File: config.mk
export PLATFORM = sky130hd
export DESIGN_NAME = bram_tree_feeder_flat
export DESIGN_NICKNAME = d
export VERILOG_FILES = /design/src/rtl/bram_tree_pkg.sv /design/src/rtl/bram_tree_feeder_if.sv /design/src/rtl/bram_tree_in_fifo.sv /design/src/rtl/bram_tree_feeder.sv /design/src/flat_wrapper.sv
export SDC_FILE = /design/constraint.sdc
export NUM_CORES = 1
export LEC_CHECK = 0
export ABC_AREA = 1
export BUFFER_PORTS_ARGS = -buffer_cell sky130_fd_sc_hd__buf_4
export CAP_MARGIN = 20
export CORE_MARGIN = 4
export CORE_UTILIZATION = 56
export CTS_CLUSTER_SIZE = 25
export DETAILED_ROUTE_END_ITERATION = 8
export GPL_TIMING_DRIVEN = 0
export PLACE_DENSITY_LB_ADDON = 0.12
export SLEW_MARGIN = 10
export SYNTH_ARGS = -nofsm -noshare
export SYNTH_HDL_FRONTEND = slang
export SYNTH_HIERARCHICAL = 1
export SYNTH_SLANG_ARGS = --single-unit
export TNS_END_PERCENT = 20
File: constraint.sdc
create_clock -name clk -period 3.73 [get_ports clk]
set_clock_uncertainty 0.2 [all_clocks]
set_input_delay 0.5595 -clock clk [delete_from_list [all_inputs] [get_ports clk]]
set_output_delay 0.5595 -clock clk [all_outputs]
set_load 0.02 [all_outputs]
File: src/rtl/bram_tree_pkg.sv
// Types and default constants shared by bram_tree, its feeder front-end and their benches.
package bram_tree_pkg;

  localparam int DEFAULT_DATA_WIDTH  = 32;
  localparam int DEFAULT_FIFO_DEPTH  = 4;
  localparam int DEFAULT_INIT_CYCLES = 80;
  localparam int DEFAULT_REPLACE_GAP = 10;

  typedef enum logic [1:0] {
    WARMUP = 2'd0,
    IDLE   = 2'd1,
    SETTLE = 2'd2
  } feeder_state_t;

  function automatic int max_int(input int a, input int b);
    return (a > b) ? a : b;
  endfunction

endpackage

File: src/rtl/bram_tree_feeder_if.sv
// Valid/ready item stream; master drives valid/data, slave drives ready.
interface bram_tree_feeder_if #(
  parameter int DATA_WIDTH = 32
) ();

  logic                  valid;
  logic                  ready;
  logic [DATA_WIDTH-1:0] data;

  modport master (output valid, output data, input ready);
  modport slave  (input valid, input data, output ready);

endinterface

File: src/rtl/bram_tree_in_fifo.sv
// Small circular FIFO with a fall-through head; pushes into a full FIFO and
// pops from an empty one are ignored.
module bram_tree_in_fifo
  import bram_tree_pkg::*;
#(
  parameter int DATA_WIDTH = DEFAULT_DATA_WIDTH,
  parameter int FIFO_DEPTH = DEFAULT_FIFO_DEPTH
) (
  input  logic                        clk,
  input  logic                        rst,
  input  logic                        push,
  input  logic [DATA_WIDTH-1:0]       push_data,
  input  logic                        pop,
  output logic [DATA_WIDTH-1:0]       head_data,
  output logic                        full,
  output logic                        empty,
  output logic [$clog2(FIFO_DEPTH):0] count
);

  localparam int AW = $clog2(FIFO_DEPTH);
  localparam int CW = AW + 1;

  logic [DATA_WIDTH-1:0] mem_q [FIFO_DEPTH];
  logic [AW-1:0]         wr_ptr_q, wr_ptr_d;
  logic [AW-1:0]         rd_ptr_q, rd_ptr_d;
  logic [CW-1:0]         count_q, count_d;
  logic                  push_ok;
  logic                  pop_ok;

  assign full      = (count_q == CW'(FIFO_DEPTH));
  assign empty     = (count_q == '0);
  assign count     = count_q;
  assign head_data = mem_q[rd_ptr_q];
  assign push_ok   = push && !full;
  assign pop_ok    = pop && !empty;

  // Depth is a power of two, so the pointers wrap naturally.
  always_comb begin
    wr_ptr_d = wr_ptr_q;
    rd_ptr_d = rd_ptr_q;
    count_d  = count_q;
    if (push_ok) begin
      wr_ptr_d = wr_ptr_q + AW'(1);
    end
    if (pop_ok) begin
      rd_ptr_d = rd_ptr_q + AW'(1);
    end
    case ({push_ok, pop_ok})
      2'b10:   count_d = count_q + CW'(1);
      2'b01:   count_d = count_q - CW'(1);
      default: count_d = count_q;
    endcase
  end

  always_ff @(posedge clk or negedge rst) begin
    if (!rst) begin
      wr_ptr_q <= '0;
      rd_ptr_q <= '0;
      count_q  <= '0;
    end else begin
      wr_ptr_q <= wr_ptr_d;
      rd_ptr_q <= rd_ptr_d;
      count_q  <= count_d;
    end
  end

  always_ff @(posedge clk) begin
    if (push_ok) begin
      mem_q[wr_ptr_q] <= push_data;
    end
  end

endmodule

File: src/rtl/bram_tree_feeder.sv
// Front-end for bram_tree: buffers items, spaces replace pulses to the tree and
// streams each evicted top item downstream.
module bram_tree_feeder
  import bram_tree_pkg::*;
#(
  parameter int DATA_WIDTH  = DEFAULT_DATA_WIDTH,
  parameter int FIFO_DEPTH  = DEFAULT_FIFO_DEPTH,
  parameter int INIT_CYCLES = DEFAULT_INIT_CYCLES,
  parameter int REPLACE_GAP = DEFAULT_REPLACE_GAP
) (
  input  logic                  clk,
  input  logic                  rst,
  bram_tree_feeder_if.slave     in_s,
  bram_tree_feeder_if.master    out_m,
  output logic                  replace,
  output logic [DATA_WIDTH-1:0] new_item,
  input  logic [DATA_WIDTH-1:0] top_item,
  output logic                  busy
);

  localparam int CNT_MAX = max_int(INIT_CYCLES, REPLACE_GAP);
  localparam int CNT_W   = $clog2(CNT_MAX + 1);
  localparam int FCW     = $clog2(FIFO_DEPTH) + 1;

  feeder_state_t         state_q, state_d;
  logic [CNT_W-1:0]      cnt_q, cnt_d;
  logic                  replace_q, replace_d;
  logic [DATA_WIDTH-1:0] new_item_q, new_item_d;
  logic                  out_valid_q, out_valid_d;
  logic [DATA_WIDTH-1:0] out_data_q, out_data_d;

  logic                  fifo_push;
  logic                  fifo_full;
  logic                  fifo_empty;
  logic [FCW-1:0]        fifo_count;
  logic [DATA_WIDTH-1:0] fifo_head;
  logic                  slot_free;
  logic                  issue;

  // Ready depends only on occupancy, never on in_s.valid.
  assign in_s.ready = (fifo_count != FCW'(FIFO_DEPTH));
  assign fifo_push  = in_s.valid && !fifo_full;

  bram_tree_in_fifo #(
    .DATA_WIDTH (DATA_WIDTH),
    .FIFO_DEPTH (FIFO_DEPTH)
  ) u_fifo (
    .clk       (clk),
    .rst       (rst),
    .push      (fifo_push),
    .push_data (in_s.data),
    .pop       (issue),
    .head_data (fifo_head),
    .full      (fifo_full),
    .empty     (fifo_empty),
    .count     (fifo_count)
  );

  assign slot_free = !out_valid_q || out_m.ready;
  assign issue     = (state_q == IDLE) && !fifo_empty && slot_free;

  always_comb begin
    state_d = state_q;
    case (state_q)
      WARMUP:  if (cnt_q == '0) state_d = IDLE;
      IDLE:    if (issue)       state_d = SETTLE;
      SETTLE:  if (cnt_q == '0) state_d = IDLE;
      default: state_d = WARMUP;
    endcase
  end

  // An issue evicts the current tree top into the output slot in the same edge,
  // so a downstream transfer and a new issue can overlap without a bubble.
  always_comb begin
    cnt_d       = cnt_q;
    replace_d   = 1'b0;
    new_item_d  = new_item_q;
    out_valid_d = out_valid_q && !out_m.ready;
    out_data_d  = out_data_q;
    case (state_q)
      WARMUP, SETTLE: begin
        if (cnt_q != '0) begin
          cnt_d = cnt_q - CNT_W'(1);
        end
      end
      IDLE: begin
        if (issue) begin
          replace_d   = 1'b1;
          new_item_d  = fifo_head;
          out_valid_d = 1'b1;
          out_data_d  = top_item;
          cnt_d       = CNT_W'(REPLACE_GAP - 1);
        end
      end
      default: ;
    endcase
  end

  always_ff @(posedge clk or negedge rst) begin
    if (!rst) begin
      state_q     <= WARMUP;
      cnt_q       <= CNT_W'(INIT_CYCLES - 1);
      replace_q   <= 1'b0;
      new_item_q  <= '0;
      out_valid_q <= 1'b0;
      out_data_q  <= '0;
    end else begin
      state_q     <= state_d;
      cnt_q       <= cnt_d;
      replace_q   <= replace_d;
      new_item_q  <= new_item_d;
      out_valid_q <= out_valid_d;
      out_data_q  <= out_data_d;
    end
  end

  assign replace    = replace_q;
  assign new_item   = new_item_q;
  assign out_m.valid = out_valid_q;
  assign out_m.data  = out_data_q;
  assign busy       = (state_q != IDLE);

endmodule
File: src/flat_wrapper.sv
// flat-port wrapper written by rule: the top's interface ports become plain ports
module bram_tree_feeder_flat import bram_tree_pkg::*;
#(
  parameter int DATA_WIDTH  = DEFAULT_DATA_WIDTH,
  parameter int FIFO_DEPTH  = DEFAULT_FIFO_DEPTH,
  parameter int INIT_CYCLES = DEFAULT_INIT_CYCLES,
  parameter int REPLACE_GAP = DEFAULT_REPLACE_GAP
)
  (clk, rst, replace, new_item, top_item, busy, in_s_valid, in_s_data, in_s_ready, out_m_valid, out_m_data, out_m_ready);
  bram_tree_feeder_if #(.DATA_WIDTH(DATA_WIDTH)) in_s_i ();
  bram_tree_feeder_if #(.DATA_WIDTH(DATA_WIDTH)) out_m_i ();
  input  logic clk;
  input  logic rst;
  output logic replace;
  output logic [DATA_WIDTH-1:0] new_item;
  input  logic [DATA_WIDTH-1:0] top_item;
  output logic busy;
  input wire logic [$bits(in_s_i.valid)-1:0] in_s_valid;
  input wire logic [$bits(in_s_i.data)-1:0] in_s_data;
  output wire logic [$bits(in_s_i.ready)-1:0] in_s_ready;
  output wire logic [$bits(out_m_i.valid)-1:0] out_m_valid;
  output wire logic [$bits(out_m_i.data)-1:0] out_m_data;
  input wire logic [$bits(out_m_i.ready)-1:0] out_m_ready;
  assign in_s_i.valid = in_s_valid;
  assign in_s_i.data = in_s_data;
  assign in_s_ready = in_s_i.ready;
  assign out_m_valid = out_m_i.valid;
  assign out_m_data = out_m_i.data;
  assign out_m_i.ready = out_m_ready;
  bram_tree_feeder #(.DATA_WIDTH(DATA_WIDTH), .FIFO_DEPTH(FIFO_DEPTH), .INIT_CYCLES(INIT_CYCLES), .REPLACE_GAP(REPLACE_GAP)) u_core (.clk(clk), .rst(rst), .in_s(in_s_i), .out_m(out_m_i), .replace(replace), .new_item(new_item), .top_item(top_item), .busy(busy));
endmodule
==> reports/results.ini, run 1 <==
[timing]
tightest_slew_ns = 0.6349
hold_ws_ns = 0.06204
max_freq_ghz = 0.3317
fin_crit_sh_pct = 80.82
maxSlewViolCount = 0
setup_viol = 0
hold_viol_final = 0
grt_setup_unrepaired = no
relSlewSlack_pct = 57.57
period_needed_ns = 3.015

[place]
place_hpwl_mm = 12.73
io_buffers = 135
routabilityCongestion = 0.7798
place_area_sq_um = 9921
dp.cells = 1099

[clock_network]
clk_latency_ns = 0.49
clk_pin_slew_ns = 0.06
cts_tree = yes
htreeDepth = 1
cts_buffers = 22
cts_root_buffer = clkbuf_16
numClockSinks = 210
post_cts_buffers = 0
cts_buffer_depth = 3
cts_resized = 0

[min_path]
min_path_type = input port to register
worstHoldStart = top_item[0]

[logic_synthesis]
avgSynthCellArea_sq_um = 11.01
synth.distinct_cells = 25
ys_seq_area_share_pct = 69.07
syn-cell-area_sq_um = 8544
syn-num-nets = 851
syn_inst = 776
yosys_warnings = 6
ys_ff_latch = 210

[critical_path]
worstPathMaxFanout = 12
critPathArrivalTime_ns = 3.19
path_buf_inv = 7
ff2ff_path_depth = 16
r2r-end = u_core/u_fifo/count[2]
end_kind = register
cp.depth = 16
rr_startpoint = u_core/u_fifo/count[0]
cpMostUsedCell = inv_1
startpoint = u_core/u_fifo/count[0]
critPathTopFamily = buffers and inverters
cp.required_ns = 3.90
path_class = register to register
crit_end = u_core/u_fifo/count[2]
start_kind = register
r2r_slack_ns = 0.72
crit_path_cell_trace = inv_1 > nand3_1 > inv_1 > inv_1 > nand3_2 > inv_2 > buf_2 > nand2_1 > inv_1 > ha_1 > inv_1 > fa_1 > nand2_1 > nand3_1 > nand2_1 > nand2_1
crit_slowest_cell = dfrtp_1
cp_slowest_stage_delay_ns = 0.39

[final_layout]
design_area_sq_um = 10650
area_growth_pct = 24.63
finalNetCount = 1016
drive_gt1_share_pct = 22.05
n_fill_cell = 1050
stdcell_count = 1141
diodes = 0

[floorplanning]
die_h_um = 131.5
die-area_sq_um = 17300
initial_core_util_pct = 57.91
io_pins = 136
num_rows = 44
die_x_um = 131.5
core_sq_um = 14750

[routing]
drc_errors = 0
routedWlPerCell_um = 16.52
first_pass_iters = 5
vias = 5916
first_iter_violations = 311
viasPerCell = 5.185
final_antenna_net_count = 0
wl_mm = 18.85

[power_and_ir_drop]
ir_worst_vdd_mv = 0.5116
power_w = 0.009009
power_density_nw_per_um2 = 846.0
p_leak_nw = 5.023

[grt]
grt_max_degree = 83
grt_pass1_wl_mm = 30.67
grt_pass1_vias = 6062
globalRouteOverflowTotal = 0
grt_use_total_pct = 21.65
grt_antenna_before_repair = 1

[run]
drv_cap = 0

[run_status]
status = finished, final reports clean

-- worst register-to-register path: cells and delay by family, from the launching register on --
kind / cells / cell delay, ns
flip-flops: 1 / 0.39
buffers and inverters: 7 / 0.88
adder cells (fa/ha/maj): 2 / 0.55
AND/OR/NAND/NOR: 7 / 0.88
-- routing by layer --
layer / up-vias / part of all wire (%) / track usage [%]
met4: 2 / 0.93 / 4.609
met1: 2837 / 42 / 27.58
met2: 189 / 50 / 38.28
met5: - / 0.064 / 0
met3: 15 / 6.9 / 4.931
li1: 2873 / - / -
-- through the flow --
| step | worst slack [ns] | TNS, ns | util, % |
|---|---|---|---|
| after floorplan | 0.8136 | 0 | - |
| after global placement | -0.4767 | -51.12 | 66.34 |
| after detailed placement | 0.7162 | 0 | 67.24 |
| after CTS | 0.7103 | 0 | 71.92 |
| after global routing | 0.5025 | 0 | 72.18 |
| final | 0.7154 | 0 | 72.18 |
-- placed cells by master (no fill, tap or decap), types with 5 or more instances in the layout --
master     Yosys  routed
buf_2          8       8
buf_4          4     139
buf_6         15      15
clkbuf_1       9      18
clkbuf_16      0      23
dfrtp_1       77      77
dfstp_2        5       5
edfxtp_1     128     128
ha_1           6       6
inv_1         91      91
nand2_1      323     323
nand3_1       15      15
nor2_1        10       6
nor2_4         1       5
o211ai_1      64      64
o21ai_0        6       6
-- cell type report --
class / count / area (sq um) / area share [%]
Sequential cell: 210 / 5902 / 55.42
Inverter: 94 / 352.8 / 3.313
Tap cell: 184 / 230.2 / 2.162
Multi-Input combinational cell: 436 / 2047 / 19.22
Timing Repair Buffer: 141 / 1154 / 10.83
Clock buffer: 34 / 636.9 / 5.980
Buffer: 36 / 272.8 / 2.561
Clock inverter: 6 / 53.80 / 0.5052
-- report_power, final --
part	leakage (nW)	internal [W]	switching, W	total, W
clock	0.340	0.00124	0.000820	0.00206
combinational	2.49	0.00129	0.00214	0.00343
sequential	2.19	0.00322	0.000300	0.00352
total	5.02	0.00575	0.00326	0.00901
-- cells in the mapped netlist --
library cell	instances	area share, %
buf_6	15	2.0
o211ai_1	64	5.6
o22ai_1	1	0.073
nor2_4	1	0.13
clkbuf_1	9	0.40
dfrtp_1	77	23
buf_4	4	0.35
fa_1	1	0.23
buf_2	8	0.47
edfxtp_1	128	45
nand3b_1	1	0.088
o21ai_0	6	0.35
o21a_1	1	0.088
inv_2	3	0.13
nand2_1	323	14
nor2_1	10	0.44
xor2_1	1	0.10
a21oi_1	1	0.059
ha_1	6	0.88
nand4_1	2	0.15
nand3_2	1	0.12
xnor2_1	2	0.21
inv_1	91	4.0
dfstp_2	5	1.5
nand3_1	15	0.88
-- logic make-up after synthesis --
logic type | Yosys count | share of synthesized area, %
xor+xnor | 3 | 0.3076
flops | 210 | 69.07
buf+inv | 130 | 7.322
fa+ha+maj | 7 | 1.113
simple gates | 353 | 15.99
compound gates | 73 | 6.194
-- flip-flops by register name, summed over array words and instances, names as in the netlist --
| register | cells |
|---|---|
| u_core/new_item | 32 |
| u_core/replace | 1 |
| u_core/u_fifo/rd_ptr_q | 2 |
| u_core/u_fifo/count | 3 |
| u_core/cnt_q | 7 |
| u_core/out_m.valid | 1 |
| u_core/out_m.data | 32 |
| u_core/state_q | 2 |
| u_core/u_fifo/mem_q | 128 |
| u_core/u_fifo/wr_ptr_q | 2 |
-- worst min path at each step --
| stage | endpoint | slack (ns) | cells past startpoint |
|---|---|---|---|
| after floorplan | u_core/cnt_q[4] | 0.06 | 0 |
| after global placement | u_core/cnt_q[6] | 0.23 | 2 |
| after detailed placement | u_core/cnt_q[6] | 0.24 | 2 |
| after CTS | u_core/out_m.data[2] | 0.04 | 3 |
| after global routing | u_core/u_fifo/mem_q[2][27] | 0.05 | 1 |
| final | u_core/out_m.data[0] | 0.06 | 3 |
-- repair_timing --
| item | 4_1_cts | 5_1_grt |
|---|---|---|
| endpoints found under the hold margin | 0 | 23 |
| endpoints found under the setup margin | 0 | 0 |
| hold buffers | 0 | 1 |
No activity file was read; power rests on OpenSTA's default activity.
==> inputs of run 2 (changes only) <==
==> constraint.sdc (replaced) <==
create_clock -name clk -period 3 [get_ports clk]
set_clock_uncertainty 0.2 [all_clocks]
set_input_delay 0.45 -clock clk [delete_from_list [all_inputs] [get_ports clk]]
set_output_delay 0.45 -clock clk [all_outputs]
set_load 0.02 [all_outputs]
==> run 2 against run 1 <==
- non-clock buffer count up 63
- maximum frequency up 12%
- critical path depth down 1
- combinational power up 27%
- largest power group unchanged
- clock-buffer cell count unchanged
- die area unchanged
- first-iteration DRC count up 9.0%
- critical path type unchanged
- worst hold slack better by 0.065 ns
- clock power up 25%
- design area up 6.1%
==> reports/results.ini, run 2 (synthesis results as in run 1) <==
[timing]
hold_viol_final = 0
relSlewSlack_pct = 56.77
tightest_slew_ns = 0.6470
hold_ws_ns = 0.1267
grt_setup_unrepaired = no
setup_viol = 0
max_freq_ghz = 0.3705
period_needed_ns = 2.699
fin_crit_sh_pct = 89.96
maxSlewViolCount = 0
setup_ws_ns = 0.3012

[final_layout]
finalNetCount = 1079
diodes = 0
drive_gt1_share_pct = 20.59
layout_common_cells = nand2_1, buf_4, edfxtp_1
largest_register_ffs = 128
final_common_cell = nand2_1
largest-register = u_core/u_fifo/mem_q
area_growth_pct = 32.22
fin_util_pct = 76.57

[routing]
viasPerCell = 5.170
vias = 6225
routedWlPerCell_um = 16.63
final_antenna_net_count = 0
drc_errors = 0
first_iter_violations = 339
first_pass_iters = 4
wl_mm = 20.02

[clock_network]
cts_tree = yes
clk_pin_slew_ns = 0.06
numClockSinks = 210
clk_latency_ns = 0.49
htreeDepth = 1
cts_root_buffer = clkbuf_16
cts_buffer_depth = 3
cts_buffers = 22
post_cts_buffers = 0

[power_and_ir_drop]
switchingPower_w = 0.004111
clkPwrFrac_pct = 22.7
pwr-share-seq_pct = 38.7
power_frac_comb_pct = 38.6
ir_worst_vdd_mv = 0.6401
power_density_nw_per_um2 = 1001
p_leak_nw = 5.284
internal_power_w = 0.007199
sw_frac_of_total_pct = 36.35

[run]
drv_cap = 0

[grt]
grt_pass1_vias = 6410
grt_antenna_before_repair = 0
grt_max_degree = 83
grt_pass1_wl_mm = 32.89
globalRouteOverflowTotal = 0
grt_use_total_pct = 23.19

[critical_path]
rr_startpoint = u_core/u_fifo/count[0]
worstPathMaxFanout = 15
end_kind = register
start_kind = register
critPathArrivalTime_ns = 2.87
cp.required_ns = 3.17
path_class = register to register
startpoint = u_core/u_fifo/count[0]

[floorplanning]
io_pins = 136
core_sq_um = 14750
initial_core_util_pct = 57.91
die-area_sq_um = 17300
num_rows = 44
die_h_um = 131.5
die_x_um = 131.5

[place]
place_hpwl_mm = 12.73
routabilityCongestion = 0.7798
io_buffers = 135
preCtsSetupSlack_ns = -0.01377

[min_path]
worstHoldStart = out_m_ready
min_path_type = input port to register

[run_status]
status = finished, final reports clean

==> run 2: worst paths after layout <==
kind,to,slack (ns),cells past startpoint
min,u_core/out_m.valid,0.13,4
max in group asynchronous,u_core/new_item[19],1.76,3
min in group asynchronous,u_core/out_m.data[27],0.23,2
min reg2reg,u_core/cnt_q[6],0.25,2
max reg2reg,u_core/u_fifo/count[2],0.30,15
max,u_core/u_fifo/count[2],0.30,15
==> run 2: critical path, stage by stage, from the launching register on <==
cell and delay (ns):
dfrtp_1 0.39, inv_1 0.10, nand3_1 0.18, inv_1 0.09, inv_1 0.10, nand3_4 0.18
inv_6 0.18, nand2_1 0.13, inv_1 0.09, ha_1 0.17, inv_1 0.07, fa_1 0.38
nand2_1 0.11, nand3_1 0.08, nand2_1 0.07, nand2_1 0.05
==> run 2: per-stage QoR <==
stage          std cells  total power, W  area [sq um]  TNS [ns]
3_5_place_dp        1099        0.008688          9921  -0.01377
2_1_floorplan        776        0.007002          8544         0
5_1_grt             1204         0.01201         11300         0
3_3_place_gp        1095        0.008407          9788   -144.24
4_1_cts             1203         0.01135         11260         0
6_report            1204         0.01131         11300         0
==> run 2: routing by layer <==
metal | up-vias | global-route usage (%) | wire [um]
li1 | 2990 | - | -
met1 | 3030 | 29.27 | 8271
met2 | 187 | 41.98 | 10330
met3 | 18 | 4.549 | 1211
met4 | 0 | 4.667 | 208
met5 | - | 0 | 0
==> run 2: power groups by stage <==
stage / clock network (W) / logic [W] / registers, W
after global routing: 0.00276 / 0.00480 / 0.00446
after global placement: 0 / 0.00400 / 0.00441
after floorplan: 0 / 0.00213 / 0.00487
after detailed placement: 0 / 0.00427 / 0.00442
after CTS: 0.00262 / 0.00436 / 0.00437
final: 0.00257 / 0.00436 / 0.00438
==> run 2: repair_timing <==
item,in CTS,in global routing
hold buffers,65,0
cloned,0,0
endpoints found under the setup margin,1,1
resized for setup,0,4
hold endpoints to repair,167,0
==> run 2: layout make-up <==
| type | instances | area, sq um |
|---|---|---|
| clock inverters | 6 | 53.80 |
| fillers | 950 | 3457 |
| flip-flops and latches | 210 | 5902 |
| repair buffers | 205 | 1794 |
| clock buffers | 34 | 636.9 |
| multi-input cells | 436 | 2054 |
| plain buffers | 35 | 267.8 |
| well taps | 184 | 230.2 |
| inverters | 94 | 357.8 |
